<file path="src/rtl/inst_fetch_unit_pkg.sv">
// Shared constants and types for the fetch stage and the control path that drives it.
package inst_fetch_unit_pkg;

  localparam int unsigned XLEN_DEFAULT = 32;
  localparam int unsigned SEL_W        = 2;

  localparam logic [31:0] RESET_PC_DEFAULT = 32'h0040_0000;
  localparam logic [31:0] NOP_INST         = 32'h0000_0013;

  // Next-PC select encodings; 2'b11 is unassigned and falls back to pc + 4
  localparam logic [SEL_W-1:0] NEXT_PC_SEL_PLUS4  = 2'b00;
  localparam logic [SEL_W-1:0] NEXT_PC_SEL_BRANCH = 2'b01;
  localparam logic [SEL_W-1:0] NEXT_PC_SEL_JUMP   = 2'b10;

  typedef enum logic [1:0] {
    FETCH = 2'd0,
    WAIT  = 2'd1,
    HOLD  = 2'd2,
    FAULT = 2'd3
  } fetch_state_t;

endpackage

</file>
<file path="src/rtl/inst_fetch_unit_next_pc_mux.sv">
// Combinational next-PC select with the word-alignment check applied to the chosen target.
module inst_fetch_unit_next_pc_mux
  import inst_fetch_unit_pkg::*;
#(
  parameter int unsigned XLEN = XLEN_DEFAULT
) (
  input  logic [XLEN-1:0]  pc_plus_4_i,
  input  logic [SEL_W-1:0] next_pc_select_i,
  input  logic [XLEN-1:0]  branch_target_i,
  input  logic [XLEN-1:0]  jump_target_i,
  output logic [XLEN-1:0]  next_pc_o,
  output logic             misaligned_o
);

  logic [XLEN-1:0] jump_aligned;

  // JALR clears bit 0 of the ALU result before use
  assign jump_aligned = jump_target_i & ~XLEN'(1);

  always_comb begin
    next_pc_o = pc_plus_4_i;
    case (next_pc_select_i)
      NEXT_PC_SEL_PLUS4:  next_pc_o = pc_plus_4_i;
      NEXT_PC_SEL_BRANCH: next_pc_o = branch_target_i;
      NEXT_PC_SEL_JUMP:   next_pc_o = jump_aligned;
      default:            next_pc_o = pc_plus_4_i;
    endcase
  end

  assign misaligned_o = next_pc_o[1];

endmodule

</file>
<file path="src/rtl/inst_fetch_unit.sv">
// Fetch stage: owns the PC, issues one instruction-memory read at a time and holds the
// returned word until the core retires it.
module inst_fetch_unit
  import inst_fetch_unit_pkg::*;
#(
  parameter int unsigned     XLEN     = XLEN_DEFAULT,
  parameter logic [XLEN-1:0] RESET_PC = XLEN'(RESET_PC_DEFAULT)
) (
  input  logic             clock,
  input  logic             reset,
  output logic             imem_req_valid,
  input  logic             imem_req_ready,
  output logic [XLEN-1:0]  imem_addr,
  input  logic             imem_resp_valid,
  input  logic [XLEN-1:0]  imem_resp_data,
  output logic [XLEN-1:0]  inst,
  output logic [6:0]       inst_opcode,
  output logic [2:0]       inst_funct3,
  output logic [6:0]       inst_funct7,
  output logic             inst_valid,
  output logic [XLEN-1:0]  pc,
  output logic [XLEN-1:0]  pc_plus_4,
  input  logic             retire,
  input  logic             pc_write_enable,
  input  logic [SEL_W-1:0] next_pc_select,
  input  logic [XLEN-1:0]  branch_target,
  input  logic [XLEN-1:0]  jump_target,
  output logic             fetch_misaligned
);

  fetch_state_t    state_q;
  logic [XLEN-1:0] pc_q;
  logic [XLEN-1:0] pc_plus_4_q;
  logic [XLEN-1:0] inst_q;
  logic            inst_valid_q;
  logic            req_valid_q;
  logic            fault_q;

  logic [XLEN-1:0] next_pc_d;
  logic            misaligned_d;

  inst_fetch_unit_next_pc_mux #(
    .XLEN (XLEN)
  ) u_next_pc_mux (
    .pc_plus_4_i      (pc_plus_4_q),
    .next_pc_select_i (next_pc_select),
    .branch_target_i  (branch_target),
    .jump_target_i    (jump_target),
    .next_pc_o        (next_pc_d),
    .misaligned_o     (misaligned_d)
  );

  // Request valid rises the cycle after entering FETCH, so a request only counts once it is visible
  always_ff @(posedge clock) begin
    if (reset) begin
      state_q      <= FETCH;
      pc_q         <= RESET_PC;
      pc_plus_4_q  <= RESET_PC + XLEN'(4);
      inst_q       <= XLEN'(NOP_INST);
      inst_valid_q <= 1'b0;
      req_valid_q  <= 1'b0;
      fault_q      <= 1'b0;
    end else begin
      case (state_q)
        FETCH: begin
          if (req_valid_q && imem_req_ready) begin
            req_valid_q <= 1'b0;
            state_q     <= WAIT;
          end else begin
            req_valid_q <= 1'b1;
          end
        end
        WAIT: begin
          if (imem_resp_valid) begin
            inst_q       <= imem_resp_data;
            inst_valid_q <= 1'b1;
            state_q      <= HOLD;
          end
        end
        HOLD: begin
          if (retire) begin
            if (!pc_write_enable) begin
              inst_valid_q <= 1'b0;
              req_valid_q  <= 1'b1;
              state_q      <= FETCH;
            end else if (misaligned_d) begin
              fault_q      <= 1'b1;
              inst_valid_q <= 1'b0;
              state_q      <= FAULT;
            end else begin
              pc_q         <= next_pc_d;
              pc_plus_4_q  <= next_pc_d + XLEN'(4);
              inst_valid_q <= 1'b0;
              req_valid_q  <= 1'b1;
              state_q      <= FETCH;
            end
          end
        end
        FAULT: begin
          inst_valid_q <= 1'b0;
          req_valid_q  <= 1'b0;
        end
        default: begin
          inst_valid_q <= 1'b0;
          req_valid_q  <= 1'b0;
          state_q      <= FETCH;
        end
      endcase
    end
  end

  assign imem_req_valid   = req_valid_q;
  assign imem_addr        = pc_q;
  assign inst             = inst_q;
  assign inst_opcode      = inst_q[6:0];
  assign inst_funct3      = inst_q[14:12];
  assign inst_funct7      = inst_q[31:25];
  assign inst_valid       = inst_valid_q;
  assign pc               = pc_q;
  assign pc_plus_4        = pc_plus_4_q;
  assign fetch_misaligned = fault_q;

endmodule

</file>
<file path="config.mk">
export PLATFORM = sky130hd
export DESIGN_NAME = inst_fetch_unit
export DESIGN_NICKNAME = d
export VERILOG_FILES = /design/src/rtl/inst_fetch_unit_pkg.sv /design/src/rtl/inst_fetch_unit_next_pc_mux.sv /design/src/rtl/inst_fetch_unit.sv
export SDC_FILE = /design/constraint.sdc
export NUM_CORES = 1
export LEC_CHECK = 0
export CAP_MARGIN = 20
export CORE_ASPECT_RATIO = 1.1
export CORE_UTILIZATION = 41
export CTS_CLUSTER_DIAMETER = 150
export DETAILED_ROUTE_END_ITERATION = 12
export GPL_ROUTABILITY_DRIVEN = 0
export HOLD_SLACK_MARGIN = 0.06
export PLACE_DENSITY = 0.81
export SLEW_MARGIN = 20
export SYNTH_ARGS = -nofsm -noshare
export SYNTH_HDL_FRONTEND = slang
export SYNTH_SLANG_ARGS = --single-unit
</file>
<file path="constraint.sdc">
create_clock -name clock -period 3 [get_ports clock]
set_input_delay 0.3 -clock clock [delete_from_list [all_inputs] [get_ports clock]]
set_output_delay 0.3 -clock clock [all_outputs]
set_load 0.03 [all_outputs]
</file>
## Word level (Yosys, flattened, before mapping)

Index checks and enable logic that the tools add are counted.

- Mux-type cells: 15
- Bitwise gates (word level): 1
- Order comparisons: 0
- $mul: 0
- Add/subtract/negate cells: 1
- Equality and inequality tests: 9
- Div/mod/pow operators: 0
- Shifts and indexed selects: 0
- Reduce and logical (&&, ||, !) cells: 11

Operators with widths:

| operator | count |
|---|---|
| $pmux 32 s2 | 1 |
| $add 32x3->32 const B | 1 |
| $reduce_and 4->1 | 3 |
| $mux 2 | 5 |
| $reduce_bool 3->1 | 3 |
| $eq 2x2->1 const B | 3 |
| $mux 1 | 6 |
| $ne 2x2->1 const B | 3 |
| $pmux 1 s3 | 2 |
| $pmux 2 s3 | 1 |
| $reduce_and 3->1 | 2 |
| $eq 2x1->1 const B | 2 |
| $ne 3x3->1 const B | 1 |
| $logic_not 2->1 | 1 |
| $reduce_and 2->1 | 1 |
| $logic_and 1x1->1 | 1 |
| $not 1->1 | 1 |

- Bits in latches: 0
- Bits of input ports: 104
- RAM bits: 0
- Memories: 0
- Word-level logic and storage cells: 44
- Output and inout port bits: 148
- Flip-flop bits (word level): 100
- Bits in read-only memories: 0

## Logic depth before layout (Yosys ltp)

Gate-level depths: netlist (run 1).

- Depth after elaboration: 6
- Depth in mapped cells: 14
- Depth with buffers taken out: 10

## Cells and area by module

Synthesis (run 1) repeated with hierarchy kept, for this count alone.

- Cell total of the unflattened synthesis: 695
- Area total of the unflattened synthesis: 5,265.0 sq um

Modules (own cells, without submodules):

| module | area an instance (sq um) | cells each | times used | sequential area each (sq um) |
|---|---|---|---|---|
| inst_fetch_unit | 4,616.9 | 581 | 1 | 1,981.9 |
| inst_fetch_unit_next_pc_mux | 648.1 | 114 | 1 | 0.0 |

## Least setup slack after synthesis (run 1)

OpenSTA, ideal clock, no wires.

- Path type: input-to-reg
- From: input next_pc_select[0]
- To: register pc_plus_4_q[23] (netlist: pc_plus_4[23])
- Buffers on the path: 2
- Setup time: 0.115 ns
- Cell stages on the path: 10
- Setup slack: 0.276 ns
- Required time: 2.885 ns
- Arrival: 2.608 ns
- Cells stage by stage: inv_1 ha_1 buf_6 nor2b_1 nor4_4 nand3b_4 or4_1 buf_2 or3_1 and3_1

- Cells in the longest elaborated chain, start to end: 4
- Elaborated cells between the ends (all ways): 6
- Those cells by class: add/sub: 1; eq/ne: 2; mux: 1; bitwise: 1; reduce/logical: 1

RTL lines:

| what | RTL line | text |
|---|---|---|
| from (decl) | inst_fetch_unit.sv:25 | `input logic [SEL_W-1:0] next_pc_select,` |
| $eq 2x2->1 / $eq 2x1->1 (equally long branches) | inst_fetch_unit_next_pc_mux.sv:22 | `case (next_pc_select_i)` |
| $pmux 32 s2 (*) | inst_fetch_unit_next_pc_mux.sv:22 |  |
| parallel branches: the longest is 2 deep, another holds $add 32x3->32 | - |  |
| to (signal assigned) | inst_fetch_unit.sv:58 | `pc_plus_4_q <= RESET_PC + XLEN'(4);` |
| to (signal assigned) | inst_fetch_unit.sv:92 | `pc_plus_4_q <= next_pc_d + XLEN'(4);` |
| to (decl) | inst_fetch_unit.sv:33 | `logic [XLEN-1:0] pc_plus_4_q;` |

Mark *: on every way between the ends.
A chain may end at the register's enable or synchronous reset.

## Worst setup path in the final report (run 1)

- From: input next_pc_select[0]
- To: register pc_plus_4_q[27] (netlist: pc_plus_4[27])

Same word-level chain as after synthesis.

==> metrics.log, run 1 <==
INFO  metric crit-reg2reg-launch = pc_plus_4[5]$_SDFFE_PP0P_
INFO  metric drtIter0Drc = 296
INFO  metric max_slew_margin = 0.406
INFO  metric area_growth_syn_to_layout = 54.4%
INFO  metric cts.root.buffer_cell = clkbuf_16
INFO  metric synth_cell_types = 50
INFO  metric wl_met2 = 8230 um
INFO  metric worst_setup_path_end_kind = register
INFO  metric timing.final.setup_violations = 0
INFO  metric critical_path_depth = 11
INFO  metric totalWireLength = 16500 um
INFO  metric drt-met1-wl = 6720 um
INFO  metric leakage_power = 2.85 nW
INFO  metric synth_seq_cells = 99
INFO  metric maximum_number_of_pins_on_one_net_before_global_route_repair = 84
INFO  metric asyncSetResetFlopFracSynth = 0
INFO  metric post_synth.cell_area_avg = 7.70 um2
INFO  metric synthCells = 686
INFO  metric ant_nets = 0
INFO  metric max_cap_viol_count = 0
INFO  metric cts.sinks = 99
INFO  metric seqCellArea = 0.00198 mm2
INFO  metric design.portCount = 252
INFO  metric period_share = 0.951
INFO  metric crit_path_cell_trace = clkdlybuf4s50_1 -> inv_1 -> ha_2 -> buf_4 -> nor2b_1 -> nor4_4 -> nand4_4 -> or4_1 -> buf_4 -> nor4_1 -> nor3_1
INFO  metric dr_total_vias = 5509
INFO  metric timing.critical_path.from_type = input pin
INFO  metric multi_input_area = 0.00272 mm2
INFO  metric synth_edf_count = 0
INFO  metric vias_in_the_first_global_route = 5081
INFO  metric r2r_end = pc_plus_4[27]$_SDFFE_PP0P_
INFO  metric finish.net_count = 1012
INFO  metric grt_antenna_before_repair = 0
INFO  metric top_signal_layer_used = met4
INFO  metric routed_via_density = 5.19
INFO  metric overflow = 0
INFO  metric stdcell_count = 1061
INFO  metric p_total = 0.00316 W
INFO  metric most_numerous_cell_in_the_yosys_netlist = nand2_1
INFO  metric synth.top_cells.by_area = dfxtp_1 (38%), nand2_1 (11%), buf_4 (7.4%)
INFO  metric synth_seq_area_share = 0.375
INFO  metric rows = 43
INFO  metric mapped_area = 0.00528 mm2
INFO  metric cts_inserted_buffers = 9
INFO  metric dp_hpwl = 12600 um
INFO  metric fillCellCount = 1097
INFO  metric layout-drive-gt1-share = 0.102
INFO  metric critical_path.max_fanout = 12
INFO  metric yosys-top-cells-count = nand2_1 (153), dfxtp_1 (99), a21oi_1 (71)
INFO  metric synthDominantCellAreaShare = 0.375
INFO  metric worst-path-buf-inv = 4
INFO  metric cts.htree.levels = 3
INFO  metric r2r.worst_path.cells = 7
INFO  metric routed_wire_length_per_instance = 15.6 um
INFO  metric critical_path.max_stage_delay = 560 ps
INFO  metric final.hold.worst_slack = 454 ps
INFO  metric crit_path_start = next_pc_select[0]
INFO  metric timing.reg2reg.setup_slack = 800 ps
INFO  metric die_h = 121 um
INFO  metric cpLargestDelayFamily = simple AND/OR/NAND/NOR gates
INFO  metric synthesis.yosys.warnings = 0
INFO  metric result_of_the_run = complete, no violations
INFO  metric clkTransAtPathRegs = 70 ps
INFO  metric die_area = 0.0133 mm2
INFO  metric critical_path.slowest_cell = or4_1
INFO  metric worst_skew_pair.late_latency = 360 ps
INFO  metric chipWidth = 110 um
INFO  metric grt_pass1_wl = 25200 um
INFO  metric start_util = 0.419
INFO  metric port_buffers = 248
INFO  metric dr_wl_met3 = 1330 um
INFO  metric cp_capture_point = pc_plus_4[27]$_SDFFE_PP0P_
INFO  metric period_needed = 2850 ps
INFO  metric post-cts-setup-buffer-count = 0
INFO  metric rsz0062_at_grt = no
INFO  metric cts_tree = built
INFO  metric cts_max_path_buffers = 2
INFO  metric inst_count_dp = 1045
INFO  metric crit_top_cell = buf_4
INFO  metric powerDensity = 387 mW/mm2
INFO  metric final_hold_viol_count = 0
INFO  metric peak_clock_frequency_supported_by_timing = 0.351 GHz
INFO  metric worst_hold_path_type = reg2reg
INFO  metric clock_skew = 9.21 ps
INFO  metric yosys_most_used_dff = dfxtp_1
INFO  metric path_class = in2reg
INFO  metric groute.usage.overall = 0.247
INFO  metric pre_repair_dr_iteration_count = 4
INFO  metric worst_ep_arrival_time = 3080 ps
INFO  metric critical_path_required = 3230 ps
INFO  metric worst-slew-pin-transition = 891 ps
INFO  metric residual_drc = 0
INFO  metric n_antenna_cell = 0
INFO  metric synth_largest_area_cell = dfxtp_1
INFO  metric floorplan.core_area = 0.0126 mm2
INFO  metric cts_hold_buf = 0
INFO  metric final_max_slew_viol_count = 0
INFO  metric vdd_drop_max = 0.340 mV
-- per-layer routing --
metal,track usage,vias up
met1,0.302,2525
met4,0.0650,0
met5,0,-
met2,0.424,210
met3,0.0677,16
li1,-,2758
-- layout by cell type (no fill, tap or decap), types with 8 or more instances in the layout --
cell,synthesis,layout
clkbuf_16,0,9
a221oi_1,9,9
dfxtp_1,99,99
nor4_1,10,8
buf_4,52,49
a211oi_1,18,18
a22oi_1,18,18
nand3_1,14,13
ha_1,9,8
a21oi_1,71,71
o21ai_0,23,23
inv_1,9,9
nor3_1,17,15
xnor2_1,12,12
clkdlybuf4s50_1,0,247
nor2b_1,9,8
nor2_1,37,37
nand2_1,153,153
-- worst min-delay path by stage --
stage | from | endpoint | slack (ps) | depth (start not counted)
after CTS | inst[21]$_SDFFE_PP0P_ | inst[21]$_SDFFE_PP0P_ | 460 | 2
after detailed placement | inst[18]$_SDFFE_PP0P_ | inst[18]$_SDFFE_PP0P_ | 450 | 2
after global placement | inst[16]$_SDFFE_PP0P_ | inst[16]$_SDFFE_PP0P_ | 440 | 2
after floorplan | imem_resp_data[0] | inst[0]$_SDFFE_PP1P_ | 420 | 2
final | inst[18]$_SDFFE_PP0P_ | inst[18]$_SDFFE_PP0P_ | 450 | 2
after global routing | inst[18]$_SDFFE_PP0P_ | inst[18]$_SDFFE_PP0P_ | 470 | 2
-- timing repair --
item,in CTS,in global routing
resized for setup,0,5
endpoints found under the hold margin,0,0
endpoints found under the setup margin,0,7
-- logic make-up (layout without fill, tap and decap cells) --
logic type / after synthesis / after routing / synth area share
multiplexers: 1 / 1 / 0.00190
other: 1 / 2 / 0.000710
buffers and inverters: 109 / 326 / 0.120
AO/OA/AOI/OAI: 166 / 166 / 0.195
AND/OR/NAND/NOR: 285 / 285 / 0.259
XOR/XNOR: 16 / 16 / 0.0265
adder cells (fa/ha/maj): 9 / 9 / 0.0213
flip-flops: 99 / 99 / 0.375
-- report_power, final --
group / leakage, nW / internal [W] / total (W) / switching, W
logic: 1.91 / 0.000321 / 0.000659 / 0.000338
clock network: 0.146 / 0.000611 / 0.00114 / 0.000528
registers: 0.799 / 0.00134 / 0.00136 / 0.0000185
-- area by class of cell --
cell class	instances	share of cell area
flip-flops and latches	99	0.243
well taps	157	0.0241
clock buffers	11	0.0310
inverters	9	0.00414
multi-input cells	479	0.334
clock inverters	5	0.00445
repair buffers	301	0.359
-- registers in the layout, summed over array words and instances, names as in the netlist, named ones only --
register	flops
inst_valid	1
imem_addr	30
inst	32
fetch_misaligned	1
imem_req_valid	1
state_q	2
pc_plus_4	31
-- per-stage QoR --
step	TNS, ps	cell area, um2	utilization	worst slack, ps
final	0	8150	0.647	148
after global routing	0	8150	0.647	25.2
after global placement	-1020	7820	0.621	-109
after floorplan	0	5280	-	276
after detailed placement	-2480	7820	0.621	-217
after CTS	0	8110	0.644	157
-- tightest hold or removal path, stage by stage, from the launching register on --
cell and delay, ps:
dfxtp_1 310, nand2_1 50, a21oi_1 50
Note: power is estimated with default switching activity, not from simulation.
==> inputs of run 2 (changes only) <==
==> constraint.sdc (replaced) <==
create_clock -name clock -period 3 [get_ports clock]
set_input_delay 0.45 -clock clock [delete_from_list [all_inputs] [get_ports clock]]
set_output_delay 0.45 -clock clock [all_outputs]
set_load 0.03 [all_outputs]
==> run 2 against run 1 <==
Critical endpoint is now pc_plus_4[23]$_SDFFE_PP0P_. Highest routed layer unchanged. Global-route usage grew 0.16 points. Register-to-register slack gained 90 ps. Critical path depth shrank 1. Clock skew shrank 1.1 ps. Setup slack lost 24 ps.
==> metrics.log, run 2 (synthesis gave the netlist of run 1 again) <==
INFO  metric floorplan.core_area = 0.0126 mm2 (unchanged)
INFO  metric crit_path_cell_trace = clkdlybuf4s50_1 -> ha_4 -> buf_6 -> a221oi_1 -> buf_4 -> nor4_4 -> nand4_4 -> or4_4 -> or3_1 -> and3_1
INFO  metric die_area = 0.0133 mm2 (unchanged)
INFO  metric totalWireLength = 16900 um (+2.3%)
INFO  metric clock_skew = 8.14 ps (-1.07 ps)
INFO  metric residual_drc = 0 (unchanged)
INFO  metric overflow = 0 (unchanged)
INFO  metric final.hold.worst_slack = 455 ps (+0.747 ps)
INFO  metric grt_busiest_layer = met2
INFO  metric multi_input_area = 0.00278 mm2 (+2.2%)
INFO  metric grt_pass1_wl = 25700 um (+2.0%)
INFO  metric final_core_utilization = 0.674 (+0.0263)
INFO  metric n_antenna_cell = 0 (unchanged)
INFO  metric p_total = 0.00320 W (+1.5%)
INFO  metric final_max_slew_viol_count = 0 (unchanged)
INFO  metric worst-slew-pin-transition = 750 ps (-141 ps)
INFO  metric max_slew_margin = 0.500 (+0.0934)
INFO  metric timing.final.setup_violations = 0 (unchanged)
INFO  metric rsz0062_at_grt = no
INFO  metric powerDensity = 378 mW/mm2 (-2.5%)
INFO  metric result_of_the_run = complete, no violations
INFO  metric rows = 43 (unchanged)
INFO  metric path_class = in2reg
INFO  metric critical_path.max_fanout = 8 (-4)
INFO  metric routed_wire_length_per_instance = 15.4 um (-0.72%)
INFO  metric cpLargestDelayFamily = simple AND/OR/NAND/NOR gates
INFO  metric power.sequential.fraction = 0.424 (-0.006)
INFO  metric cts_inserted_buffers = 9 (unchanged)
INFO  metric max_cap_viol_count = 0 (unchanged)
INFO  metric period_needed = 2880 ps (+24.1 ps)
INFO  metric drtIter0Drc = 383 (+29%)
INFO  metric period_share = 0.959 (+0.00803)
INFO  metric gr-usage-met3 = 0.0575 (-0.0102)
INFO  metric cts_max_path_buffers = 2 (unchanged)
INFO  metric chipWidth = 110 um (unchanged)
INFO  metric die_h = 121 um (unchanged)
INFO  metric leakage_power = 3.05 nW (+6.9%)
INFO  metric power.internal = 0.00229 W (+0.97%)
INFO  metric dr_total_vias = 5729 (+4.0%)
INFO  metric critical_path.slowest_cell = or4_4
INFO  metric design.portCount = 252 (unchanged)
INFO  metric cts.root.buffer_cell = clkbuf_16
INFO  metric power.clock.fraction = 0.357 (-0.004)
INFO  metric comb_power_share = 0.220 (+0.011)
INFO  metric cts.htree.levels = 3 (unchanged)
INFO  metric dp_hpwl = 12700 um (+0.97%)
INFO  metric grt_antenna_before_repair = 0 (unchanged)
INFO  metric critical_path_required = 3240 ps (about the same)
INFO  metric routed_via_density = 5.24 (+0.95%)
INFO  metric finish.net_count = 1044 (+3.2%)
INFO  metric largest_register_ffs = 32 (unchanged)
INFO  metric seqCellArea = 0.00198 mm2 (unchanged)
INFO  metric peak_clock_frequency_supported_by_timing = 0.348 GHz (-0.84%)
INFO  metric ant_nets = 0 (unchanged)
INFO  metric worst_hold_path_type = reg2reg
INFO  metric cts_hold_buf = 0 (unchanged)
INFO  metric inst_count_dp = 1072 (+2.6%)
INFO  metric critical_path.max_stage_delay = 580 ps (+20 ps)
INFO  metric leading_cell_type_in_the_layout_fill_and_taps_excluded = clkdlybuf4s50_1
INFO  metric cts.sinks = 99 (unchanged)
INFO  metric groute.usage.overall = 0.249 (+0.00164)
INFO  metric final_hold_viol_count = 0 (unchanged)
INFO  metric grt.met1_usage = 0.294 (-0.00760)
INFO  metric setup_tns = 0 ps (unchanged)
INFO  metric vias_in_the_first_global_route = 5290 (+4.1%)
INFO  metric stdcell_count = 1093 (+3.0%)
INFO  metric start_util = 0.419 (unchanged)
INFO  metric port_buffers = 248 (unchanged)
INFO  metric layout-drive-gt1-share = 0.141 (+0.0393)
INFO  metric worst_skew_pair.late_latency = 350 ps (about the same)
INFO  metric area_growth_syn_to_layout = 60.6%
INFO  metric cts_tree = built
INFO  metric vdd_drop_max = 0.343 mV (+0.77%)
INFO  metric proportion_of_total_power_due_to_net_switching = 0.284 (+0.00377)
INFO  metric timing.critical_path.from_type = input pin
INFO  metric power_switching = 0.000909 W (+2.9%)
INFO  metric worst_ep_arrival_time = 3120 ps (+40 ps)
INFO  metric clkTransAtPathRegs = 70 ps (about the same)
INFO  metric groute.layer.met2.usage = 0.442 (+0.0176)
INFO  metric maximum_number_of_pins_on_one_net_before_global_route_repair = 43 (-49%)
INFO  metric fillCellCount = 1071 (-2.4%)
INFO  metric pre_repair_dr_iteration_count = 4 (unchanged)
INFO  metric mostFrequentLayoutCells = clkdlybuf4s50_1 (246), nand2_1 (153), dfxtp_1 (99)
INFO  metric worst-path-buf-inv = 3 (-1)
INFO  metric worst_setup_path_end_kind = register
## run 2: cell type report
class	instances	area share
timing repair buffer	333	0.377
multi-input combinational	479	0.328
sequential	99	0.234
clock buffer	11	0.0286
tap	157	0.0232
clock inverter	5	0.00502
inverter	9	0.00398
## run 2: worst paths after layout
kind | startpoint | end | slack [ps] | depth (start not counted)
max | next_pc_select[1] | pc_plus_4[23]$_SDFFE_PP0P_ | 120 | 10
min | inst[17]$_SDFFE_PP0P_ | inst[17]$_SDFFE_PP0P_ | 450 | 2
max reg2reg | pc_plus_4[9]$_SDFFE_PP0P_ | pc_plus_4[23]$_SDFFE_PP0P_ | 890 | 6
min reg2reg | inst[17]$_SDFFE_PP0P_ | inst[17]$_SDFFE_PP0P_ | 450 | 2
## run 2: per-layer routing
layer	share of wire	wire length (um)
met1	0.40	6760
met2	0.50	8450
met3	0.080	1350
met4	0.019	323
met5	0	0
## run 2: what timing repair did
item	4_1_cts	5_1_grt
cloned	0	1
resized for setup	1	20
endpoints found under the setup margin	1	17
buffers inserted	0	4
pin swaps	0	9
## run 2: worst register-to-register path: cells and delay by family (launching register included)
| kind | cells | cell delay [ps] |
|---|---|---|
| AND/OR/NAND/NOR | 6 | 1610 |
| flip-flops | 1 | 390 |
## run 2: power groups by stage
stage | clock network, W | logic (W) | registers [W]
finish | 0.00114 | 0.000703 | 0.00136
global route | 0.00122 | 0.000758 | 0.00136
global placement | 0 | 0.000671 | 0.00139
floorplan | 0 | 0.000300 | 0.00143
detailed placement | 0 | 0.000678 | 0.00139
CTS | 0.00115 | 0.000683 | 0.00136
## run 2: metrics by stage
step	setup slack (ps)	area, um2
finish	124	8480
global route	18.9	8480
CTS	2.51	8340
detailed placement	-323	8050
global placement	-250	8050
floorplan	126	5280
